## src/rtl/frame_rr_scheduler.sv

```systemverilog
// Frame-aware round-robin reader for two FWFT channel FIFOs into one stream.
// A grant is held from header to footer; runaway frames get a synthesized footer.
module frame_rr_scheduler #(
  parameter int                DATA_WIDTH    = 64,
  parameter int                ID_WIDTH      = 8,
  parameter logic [ID_WIDTH-1:0] HEADER_ID   = 8'hAA,
  parameter logic [ID_WIDTH-1:0] FOOTER_ID   = 8'h55,
  parameter int                MAX_FRAME_LEN = 256,
  parameter int                CNT_WIDTH     = 16
) (
  input  logic                  CLK,
  input  logic                  RESET,
  input  logic [DATA_WIDTH-1:0] CH0_DIN,
  input  logic                  CH0_EMPTY,
  input  logic                  CH0_READ_REQUEST,
  output logic                  CH0_RE,
  input  logic [DATA_WIDTH-1:0] CH1_DIN,
  input  logic                  CH1_EMPTY,
  input  logic                  CH1_READ_REQUEST,
  output logic                  CH1_RE,
  input  logic                  iREADY,
  output logic [DATA_WIDTH-1:0] DOUT,
  output logic                  oVALID,
  output logic                  CUR_CH,
  output logic                  BUSY,
  output logic [CNT_WIDTH-1:0]  DROP_CNT,
  output logic [CNT_WIDTH-1:0]  ABORT_CNT
);

  localparam int WC_W = $clog2(MAX_FRAME_LEN + 1);

  typedef enum logic [1:0] {IDLE, XFER, ABORT} state_t;

  state_t                 state_reg, state_next;
  logic                   cur_ch_reg, cur_ch_next;
  logic [WC_W-1:0]        word_cnt_reg, word_cnt_next;
  logic [DATA_WIDTH-1:0]  dout_reg, dout_next;
  logic                   valid_reg, valid_next;
  logic [CNT_WIDTH-1:0]   drop_cnt_reg, drop_cnt_next;
  logic [CNT_WIDTH-1:0]   abort_cnt_reg, abort_cnt_next;
  logic                   pop;

  logic [1:0][DATA_WIDTH-1:0] din;
  logic [1:0]                 empty;
  logic [1:0]                 req;
  logic [1:0]                 elig;
  logic [1:0]                 re;
  logic [DATA_WIDTH-1:0]      head;
  logic [ID_WIDTH-1:0]        head_id;

  assign din   = {CH1_DIN, CH0_DIN};
  assign empty = {CH1_EMPTY, CH0_EMPTY};
  assign req   = {CH1_READ_REQUEST, CH0_READ_REQUEST};

  // Pop strobes are gated by reset so they drop the instant RESET falls.
  genvar gi;
  generate
    for (gi = 0; gi < 2; gi++) begin : g_ch
      assign elig[gi] = req[gi] & ~empty[gi];
      assign re[gi]   = pop & (cur_ch_reg == 1'(gi)) & ~empty[gi] & RESET;
    end
  endgenerate

  assign CH0_RE  = re[0];
  assign CH1_RE  = re[1];
  assign head    = din[cur_ch_reg];
  assign head_id = head[DATA_WIDTH-1 -: ID_WIDTH];

  always_comb begin
    state_next     = state_reg;
    cur_ch_next    = cur_ch_reg;
    word_cnt_next  = word_cnt_reg;
    dout_next      = dout_reg;
    valid_next     = 1'b0;
    drop_cnt_next  = drop_cnt_reg;
    abort_cnt_next = abort_cnt_reg;
    pop            = 1'b0;
    case (state_reg)
      IDLE: begin
        if (elig != 2'b00) begin
          cur_ch_next   = (elig == 2'b11) ? ~cur_ch_reg : elig[1];
          word_cnt_next = '0;
          state_next    = XFER;
        end
      end
      XFER: begin
        if (!empty[cur_ch_reg]) begin
          if (word_cnt_reg == '0 && head_id != HEADER_ID) begin
            // Junk ahead of a header is drained without waiting on downstream.
            pop = 1'b1;
            if (!(&drop_cnt_reg)) drop_cnt_next = drop_cnt_reg + CNT_WIDTH'(1);
          end else if (word_cnt_reg == WC_W'(MAX_FRAME_LEN - 1) && head_id != FOOTER_ID) begin
            state_next = ABORT;
          end else if (iREADY) begin
            pop           = 1'b1;
            dout_next     = head;
            valid_next    = 1'b1;
            word_cnt_next = word_cnt_reg + WC_W'(1);
            if (word_cnt_reg != '0 && head_id == FOOTER_ID) state_next = IDLE;
          end
        end
      end
      ABORT: begin
        if (iREADY) begin
          dout_next  = {FOOTER_ID, {(DATA_WIDTH - ID_WIDTH){1'b1}}};
          valid_next = 1'b1;
          if (!(&abort_cnt_reg)) abort_cnt_next = abort_cnt_reg + CNT_WIDTH'(1);
          state_next = IDLE;
        end
      end
      default: state_next = IDLE;
    endcase
  end

  always_ff @(posedge CLK or negedge RESET) begin
    if (!RESET) begin
      state_reg     <= IDLE;
      cur_ch_reg    <= 1'b1;
      word_cnt_reg  <= '0;
      dout_reg      <= '0;
      valid_reg     <= 1'b0;
      drop_cnt_reg  <= '0;
      abort_cnt_reg <= '0;
    end else begin
      state_reg     <= state_next;
      cur_ch_reg    <= cur_ch_next;
      word_cnt_reg  <= word_cnt_next;
      dout_reg      <= dout_next;
      valid_reg     <= valid_next;
      drop_cnt_reg  <= drop_cnt_next;
      abort_cnt_reg <= abort_cnt_next;
    end
  end

  assign DOUT      = dout_reg;
  assign oVALID    = valid_reg;
  assign CUR_CH    = cur_ch_reg;
  assign BUSY      = (state_reg != IDLE);
  assign DROP_CNT  = drop_cnt_reg;
  assign ABORT_CNT = abort_cnt_reg;

endmodule

```

## config.mk

```make
export PLATFORM = sky130hd
export DESIGN_NAME = frame_rr_scheduler
export DESIGN_NICKNAME = d
export VERILOG_FILES = /design/src/rtl/frame_rr_scheduler.sv
export SDC_FILE = /design/constraint.sdc
export NUM_CORES = 1
export LEC_CHECK = 0
export CORE_UTILIZATION = 40
export DETAILED_ROUTE_END_ITERATION = 12
export PLACE_DENSITY = 0.79
export SYNTH_ARGS = -nofsm -noshare
export SYNTH_HDL_FRONTEND = slang
export SYNTH_SLANG_ARGS = --single-unit
```

## constraint.sdc

```tcl
create_clock -name CLK -period 4.2 [get_ports CLK]
set_input_delay 0.63 -clock CLK [delete_from_list [all_inputs] [get_ports CLK]]
set_output_delay 0.63 -clock CLK [all_outputs]
set_load 0.01 [all_outputs]
```

==> impl_metrics.env, run 1 <==
export IMPL_post_route_period_util=0.9231
export IMPL_port_buffer_count=235
export IMPL_status="completed"
export IMPL_crit_path_start_kind="flop"
export IMPL_ys_seq_elements=109
export IMPL_cp_slowest_cell="dfstp_4"
export IMPL_drv_slew=0
export IMPL_reg2reg_slack_ns=1.00
export IMPL_setup_tns_final_ns=0
export IMPL_cts_buffers=9
export IMPL_ys_seq_area_frac=0.4941
export IMPL_overflow=0
export IMPL_fp_dieH_um=119.5
export IMPL_synth_main_ff_cell="dfrtp_1"
export IMPL_synth_top_area_share=0.4894
export IMPL_area_delta_synth_final_pct=49.80
export IMPL_syn_nets=625
export IMPL_ant_nets=0
export IMPL_routed_wl_mm=15.94
export IMPL_finalSetupViolations=0
export IMPL_ios=236
export IMPL_yosysMostFrequentCell="dfrtp_1"
export IMPL_hold_buffers=0
export IMPL_final_layout_size_suffix_gt1_frac=0.04628
export IMPL_power_per_cell_area_mw_per_mm2=607.8
export IMPL_cts_path_max_buffers=2
export IMPL_grt_max_degree=70
export IMPL_crit_path_end_kind="primary output"
export IMPL_fin_cells=890
export IMPL_grt_first_pass_wirelength_mm=24.68
export IMPL_worstPathRequired_ns=3.57
export IMPL_htreeDepth=3
export IMPL_maxCapViolations=0
export IMPL_async_flop_share=1.000
export IMPL_coreArea_mm2=0.01335
export IMPL_ys_top_cells_by_area="dfrtp_1 49%, mux2i_1 11%, a2bb2oi_1 9.5%"
export IMPL_hpwl_mm=11.91
export IMPL_fp_dieArea_mm2=0.01428
export IMPL_ys_types=55
export IMPL_largest_reg_flops=64
export IMPL_vias=4825
export IMPL_worst_path_largest_cell_delay_ns=0.91
export IMPL_crit_chain="inv_1 -> and4_1 -> o21ai_1 -> and2_1 -> o211a_1 -> nor3b_1 -> clkdlybuf4s50_1"
export IMPL_worstPathMaxFanout=35
export IMPL_fp_row_count=42
export IMPL_cts_root_buf="clkbuf_16"
export IMPL_rsz0062_at_grt="false"
export IMPL_hold_path_class="in2async"
export IMPL_hold_violations=0
export IMPL_finClkSkew_ns=0.004769
export IMPL_p_leak_uw=0.003573
export IMPL_vias_per_cell=5.421
export IMPL_wire_per_inst_um=17.91
export IMPL_path_clk_slew_ns=0.07
export IMPL_synth_area_mm2=0.005523
export IMPL_yosys_area_top_type="dfrtp_1"
export IMPL_cts_resized=0
export IMPL_start_util=0.4138
export IMPL_dpl_cell_count=873
export IMPL_cts_tree="done"
export IMPL_drc=0
export IMPL_gp_congestion=0.8859
export IMPL_fmax_mhz=257.9
export IMPL_antenna_found_initial=1
export IMPL_post_route_min_period_ns=3.877
export IMPL_slew_headroom=0.4287
export IMPL_first_iter_violations=260
export IMPL_tightest_slew_ns=0.8570
export IMPL_worst_setup_path_type="reg2out"
export IMPL_dr_pass1_iters=4
export IMPL_avgSynthCellArea_um2=11.46
export IMPL_synth_edf_count=0
export IMPL_clk_latency_ns=0.35
export IMPL_worstPathArrival_ns=3.25
export IMPL_cts_setup_buffers=0
export IMPL_ir_drop_v=0.0004136
export IMPL_grt_usage=0.2216
export IMPL_die_x_um=119.5
export IMPL_grt_pass1_vias=4912
export IMPL_ys_warn_count=0
export IMPL_nets=851
export IMPL_synthTopCellsByCount="108 x dfrtp_1, 60 x a2bb2oi_1, 59 x mux2i_1"
export IMPL_cts_sinks=109
export IMPL_synthCells=482
-- cells by family (layout without fill, tap and decap cells) --
kind of cell,Yosys count,in the layout,share of synthesized area
AOI/OAI and AO/OA,118,118,0.1695
adders and majority gates,8,8,0.01812
other,0,1,0
DFF,109,109,0.4941
and+or+nand+nor,112,112,0.1131
muxes,65,65,0.1192
xor gates and xnor gates,28,28,0.04441
buffers and inverters,42,273,0.04168
-- cells in the final DEF, fill, tap and decap left out, drive strengths merged, types with 2 or more instances in the layout --
cell type and instances:
o211ai 7, ha 8, o22ai 5, mux2i 59
nand2 26, nor4 5, and3 11, o21ai 7
a221oi 2, nand3 18, nand4 7, a31oi 2
clkdlybuf4s50 234, a21o 4, nor2b 2, and2 7
a2111oi 2, a21oi 12, xnor2 14, nor3b 4
nor2 13, a2bb2oi 60, buf 5, clkinv 3
clkbuf 9, nor3 5, inv 20, o41ai 2
mux2 6, and4 6, dfrtp 108, xor2 14
or4 2, a22o 5
-- worst max-delay path: cells and delay by family (launching register included) --
kind | cells | cell delay (ns)
AOI/OAI and AO/OA | 2 | 0.54
and+or+nand+nor | 3 | 0.67
DFF | 1 | 0.91
buffers and inverters | 2 | 0.77
-- power breakdown --
| group | total [uW] | switching (uW) | internal, uW |
|---|---|---|---|
| clock network | 858 | 392 | 466 |
| registers | 1710 | 285 | 1430 |
| logic | 2460 | 1110 | 1350 |
-- per-layer routing --
layer	global-route usage	up-vias	wire, um
met5	0	-	0
met4	0.1000	0	578
met3	0.07557	38	1230
met2	0.3873	186	7953
met1	0.2415	2340	6179
li1	-	2261	-
-- layout make-up --
| type | instances | area, um^2 |
|---|---|---|
| fillers | 1115 | 5075 |
| flip-flops and latches | 109 | 2733 |
| multi-input cells | 331 | 2571 |
| repair buffers | 239 | 2380 |
| clock buffers | 9 | 225.2 |
| well taps | 176 | 220.2 |
| clock inverters | 7 | 73.82 |
| inverters | 18 | 67.56 |
| diodes | 1 | 2.502 |
-- stage by stage --
stage	area (um^2)	setup WS (ns)	hold WS, ns	utilization	power, uW
floorplan	5523	1.626	0.3344	-	3049
global placement	7971	0.6610	0.4750	0.5972	4115
detailed placement	7971	0.6192	0.4780	0.5972	4195
CTS	8270	0.3135	0.2612	0.6196	5077
global route	8273	0.1157	0.2856	0.6198	5314
finish	8273	0.3228	0.2535	0.6198	5028
-- worst paths after layout --
kind	end	start	cells past startpoint
max	CH1_RE	CUR_CH	7
min	DROP_CNT[3]	RESET	1
max reg2reg	DOUT[29]	CUR_CH	7
min reg2reg	DROP_CNT[9]	DROP_CNT[9]	1
max in group asynchronous	DOUT[45]	RESET	2
min in group CLK	DROP_CNT[9]	DROP_CNT[9]	1
Power figures use the tool's default switching activity.
==> run 2: changes to the inputs <==
--- a/config.mk
+++ b/config.mk
@@ -7,6 +7,7 @@
 export LEC_CHECK = 0
 export CORE_UTILIZATION = 40
 export DETAILED_ROUTE_END_ITERATION = 12
+export GPL_TIMING_DRIVEN = 0
 export PLACE_DENSITY = 0.79
 export SYNTH_ARGS = -nofsm -noshare
 export SYNTH_HDL_FRONTEND = slang
==> impl_metrics.env, run 2 (synthesis results as in run 1) <==
export IMPL_start_util=0.4138
export IMPL_diodes=0
export IMPL_coreArea_mm2=0.01335
export IMPL_vias_per_cell=5.365
export IMPL_post_route_min_period_ns=3.616
export IMPL_finClkSkew_ns=0.009757
export IMPL_nets=872
export IMPL_crit_path_start_kind="input port"
export IMPL_port_buffer_count=235
export IMPL_drc=0
export IMPL_finalSetupViolations=0
export IMPL_dr_pass1_iters=5
export IMPL_cts_tree="done"
export IMPL_hold_violations=0
export IMPL_grt_first_pass_wirelength_mm=25.06
export IMPL_crit_path_end_kind="primary output"
export IMPL_status="completed"
export IMPL_path_clk_slew_ns=0.06
export IMPL_grt_pass1_vias=4968
export IMPL_hold_buffers=0
export IMPL_gp_congestion=0.8777
export IMPL_design_area_mm2=0.008436
export IMPL_ios=236
export IMPL_power_per_cell_area_mw_per_mm2=609.2
export IMPL_ant_nets=0
export IMPL_tightest_slew_ns=0.7622
export IMPL_grt_usage=0.2237
export IMPL_hpwl_mm=12.49
export IMPL_vias=4877
export IMPL_post_route_period_util=0.8611
export IMPL_final_common_cell="clkdlybuf4s50_1"
export IMPL_worstPathRequired_ns=3.57
export IMPL_final_layout_size_suffix_gt1_frac=0.05730
export IMPL_grt_max_degree=69
export IMPL_largest_reg_flops=64
export IMPL_r2r_start="word_cnt_reg[1]"
export IMPL_setup_tns_final_ns=0
export IMPL_slew_headroom=0.4919
export IMPL_hold_path_class="in2async"
export IMPL_htreeDepth=3
export IMPL_fp_dieArea_mm2=0.01428
export IMPL_worstPathMaxFanout=5
export IMPL_cts_sinks=109
export IMPL_routed_wl_mm=16.10
export IMPL_rsz0062_at_grt="false"
export IMPL_fp_dieH_um=119.5
export IMPL_total_power_uw=5139
export IMPL_clk_latency_ns=0.35
export IMPL_cts_setup_buffers=0
export IMPL_p_leak_uw=0.003659
export IMPL_cts_buffers=9
export IMPL_wire_per_inst_um=17.71
export IMPL_worst_setup_path_type="in2out"
export IMPL_place_area_mm2=0.008120
export IMPL_ir_drop_v=0.0003286
export IMPL_drv_slew=0
export IMPL_maxCapViolations=0
export IMPL_first_iter_violations=257
export IMPL_die_x_um=119.5
export IMPL_mostFrequentLayoutCells="234 x clkdlybuf4s50_1, 108 x dfrtp_1, 60 x a2bb2oi_1"
export IMPL_cts_path_max_buffers=2
export IMPL_antenna_found_initial=1
export IMPL_overflow=0
export IMPL_worstPathArrival_ns=2.99
export IMPL_area_delta_synth_final_pct=52.74
export IMPL_postLayoutCoreUtil=0.6320
export IMPL_cts_root_buf="clkbuf_16"
export IMPL_cts_resized=0
export IMPL_startpoint="CH0_DIN[58]"
export IMPL_fmax_mhz=276.5
export IMPL_fp_row_count=42
[run 2: cell count changes in the layout (fill, tap and decap cells not counted), moves of 2 or more]
cell	previous run	this run
clkbuf_1	0	10
buf_6	0	6
inv_6	2	0
buf_4	5	8
[run 2: worst max-delay path: stages]
cell and delay (ns):
clkdlybuf4s50_1 0.53, nor2_1 0.06, and4_1 0.19, o21ai_1 0.35, and2_1 0.29, o211a_1 0.20
nor3b_1 0.18, clkdlybuf4s50_1 0.57
[run 2: final cells by class]
| type | count | area, um^2 |
|---|---|---|
| fillers | 1072 | 4912 |
| flip-flops and latches | 109 | 2729 |
| multi-input cells | 331 | 2564 |
| repair buffers | 236 | 2377 |
| clock buffers | 11 | 242.7 |
| well taps | 176 | 220.2 |
| plain buffers | 24 | 162.7 |
| clock inverters | 4 | 72.57 |
| inverters | 18 | 67.56 |
[run 2: final timing paths]
path	to	slack (ns)	depth (start not counted)
worst max register to register	DOUT[62]	1.14	10
max in group asynchronous	CUR_CH	3.21	2
worst min register to register	DOUT[59]	0.50	1
min in group CLK	DOUT[59]	0.50	1
worst min-delay path	DROP_CNT[6]	0.28	1
worst max-delay path	CH1_RE	0.58	8
[run 2: routing by layer]
metal	vias to the layer above	GRT usage	wire length (um)
met2	178	0.3999	8187
met4	2	0.07813	315
met3	28	0.04943	1148
met1	2365	0.2629	6431
met5	-	0	15
li1	2304	-	-
[run 2: report_power, final]
part | total [uW] | internal, uW | switching [uW]
Combinational | 2580 | 1410 | 1170
Clock | 905 | 535 | 370
Sequential | 1650 | 1420 | 231
Total | 5140 | 3370 | 1770
[run 2: through the flow]
stage | std cells | setup WS (ns) | hold slack [ns]
CTS | 909 | 0.5726 | 0.2853
floorplan | 482 | 1.626 | 0.3344
detailed placement | 894 | 0.5983 | 0.4928
global placement | 893 | -2.314 | 0.4766
finish | 909 | 0.5836 | 0.2750
global route | 909 | 0.4439 | 0.3193
==> run 3: changes to the inputs <==
--- a/config.mk
+++ b/config.mk
@@ -6,6 +6,7 @@
 export NUM_CORES = 1
 export LEC_CHECK = 0
 export CORE_UTILIZATION = 40
+export CTS_CLUSTER_DIAMETER = 80
 export DETAILED_ROUTE_END_ITERATION = 12
 export GPL_TIMING_DRIVEN = 0
 export PLACE_DENSITY = 0.79
==> constraint.sdc (replaced) <==
create_clock -name CLK -period 3.74 [get_ports CLK]
set_input_delay 0.561 -clock CLK [delete_from_list [all_inputs] [get_ports CLK]]
set_output_delay 0.561 -clock CLK [all_outputs]
set_load 0.01 [all_outputs]
==> results of run 3 <==
Same layout as run 2 (identical final DEF). Status: completed.
Main changes from that run: setup slack after placement 0.5983 ns -> 0.2763 ns; clock-pin slew on the worst setup and hold paths 0.06 ns -> 0.07 ns; setup slack after layout 0.5836 ns -> 0.2426 ns; hold slack 0.2750 ns -> 0.2060 ns; start point of the critical path CH0_DIN[58] -> word_cnt_reg[1]; register-to-register setup slack 1.14 ns -> 0.68 ns; total power 5139 uW -> 5771 uW; worst IR drop on VDD 0.0003286 V -> 0.0003690 V
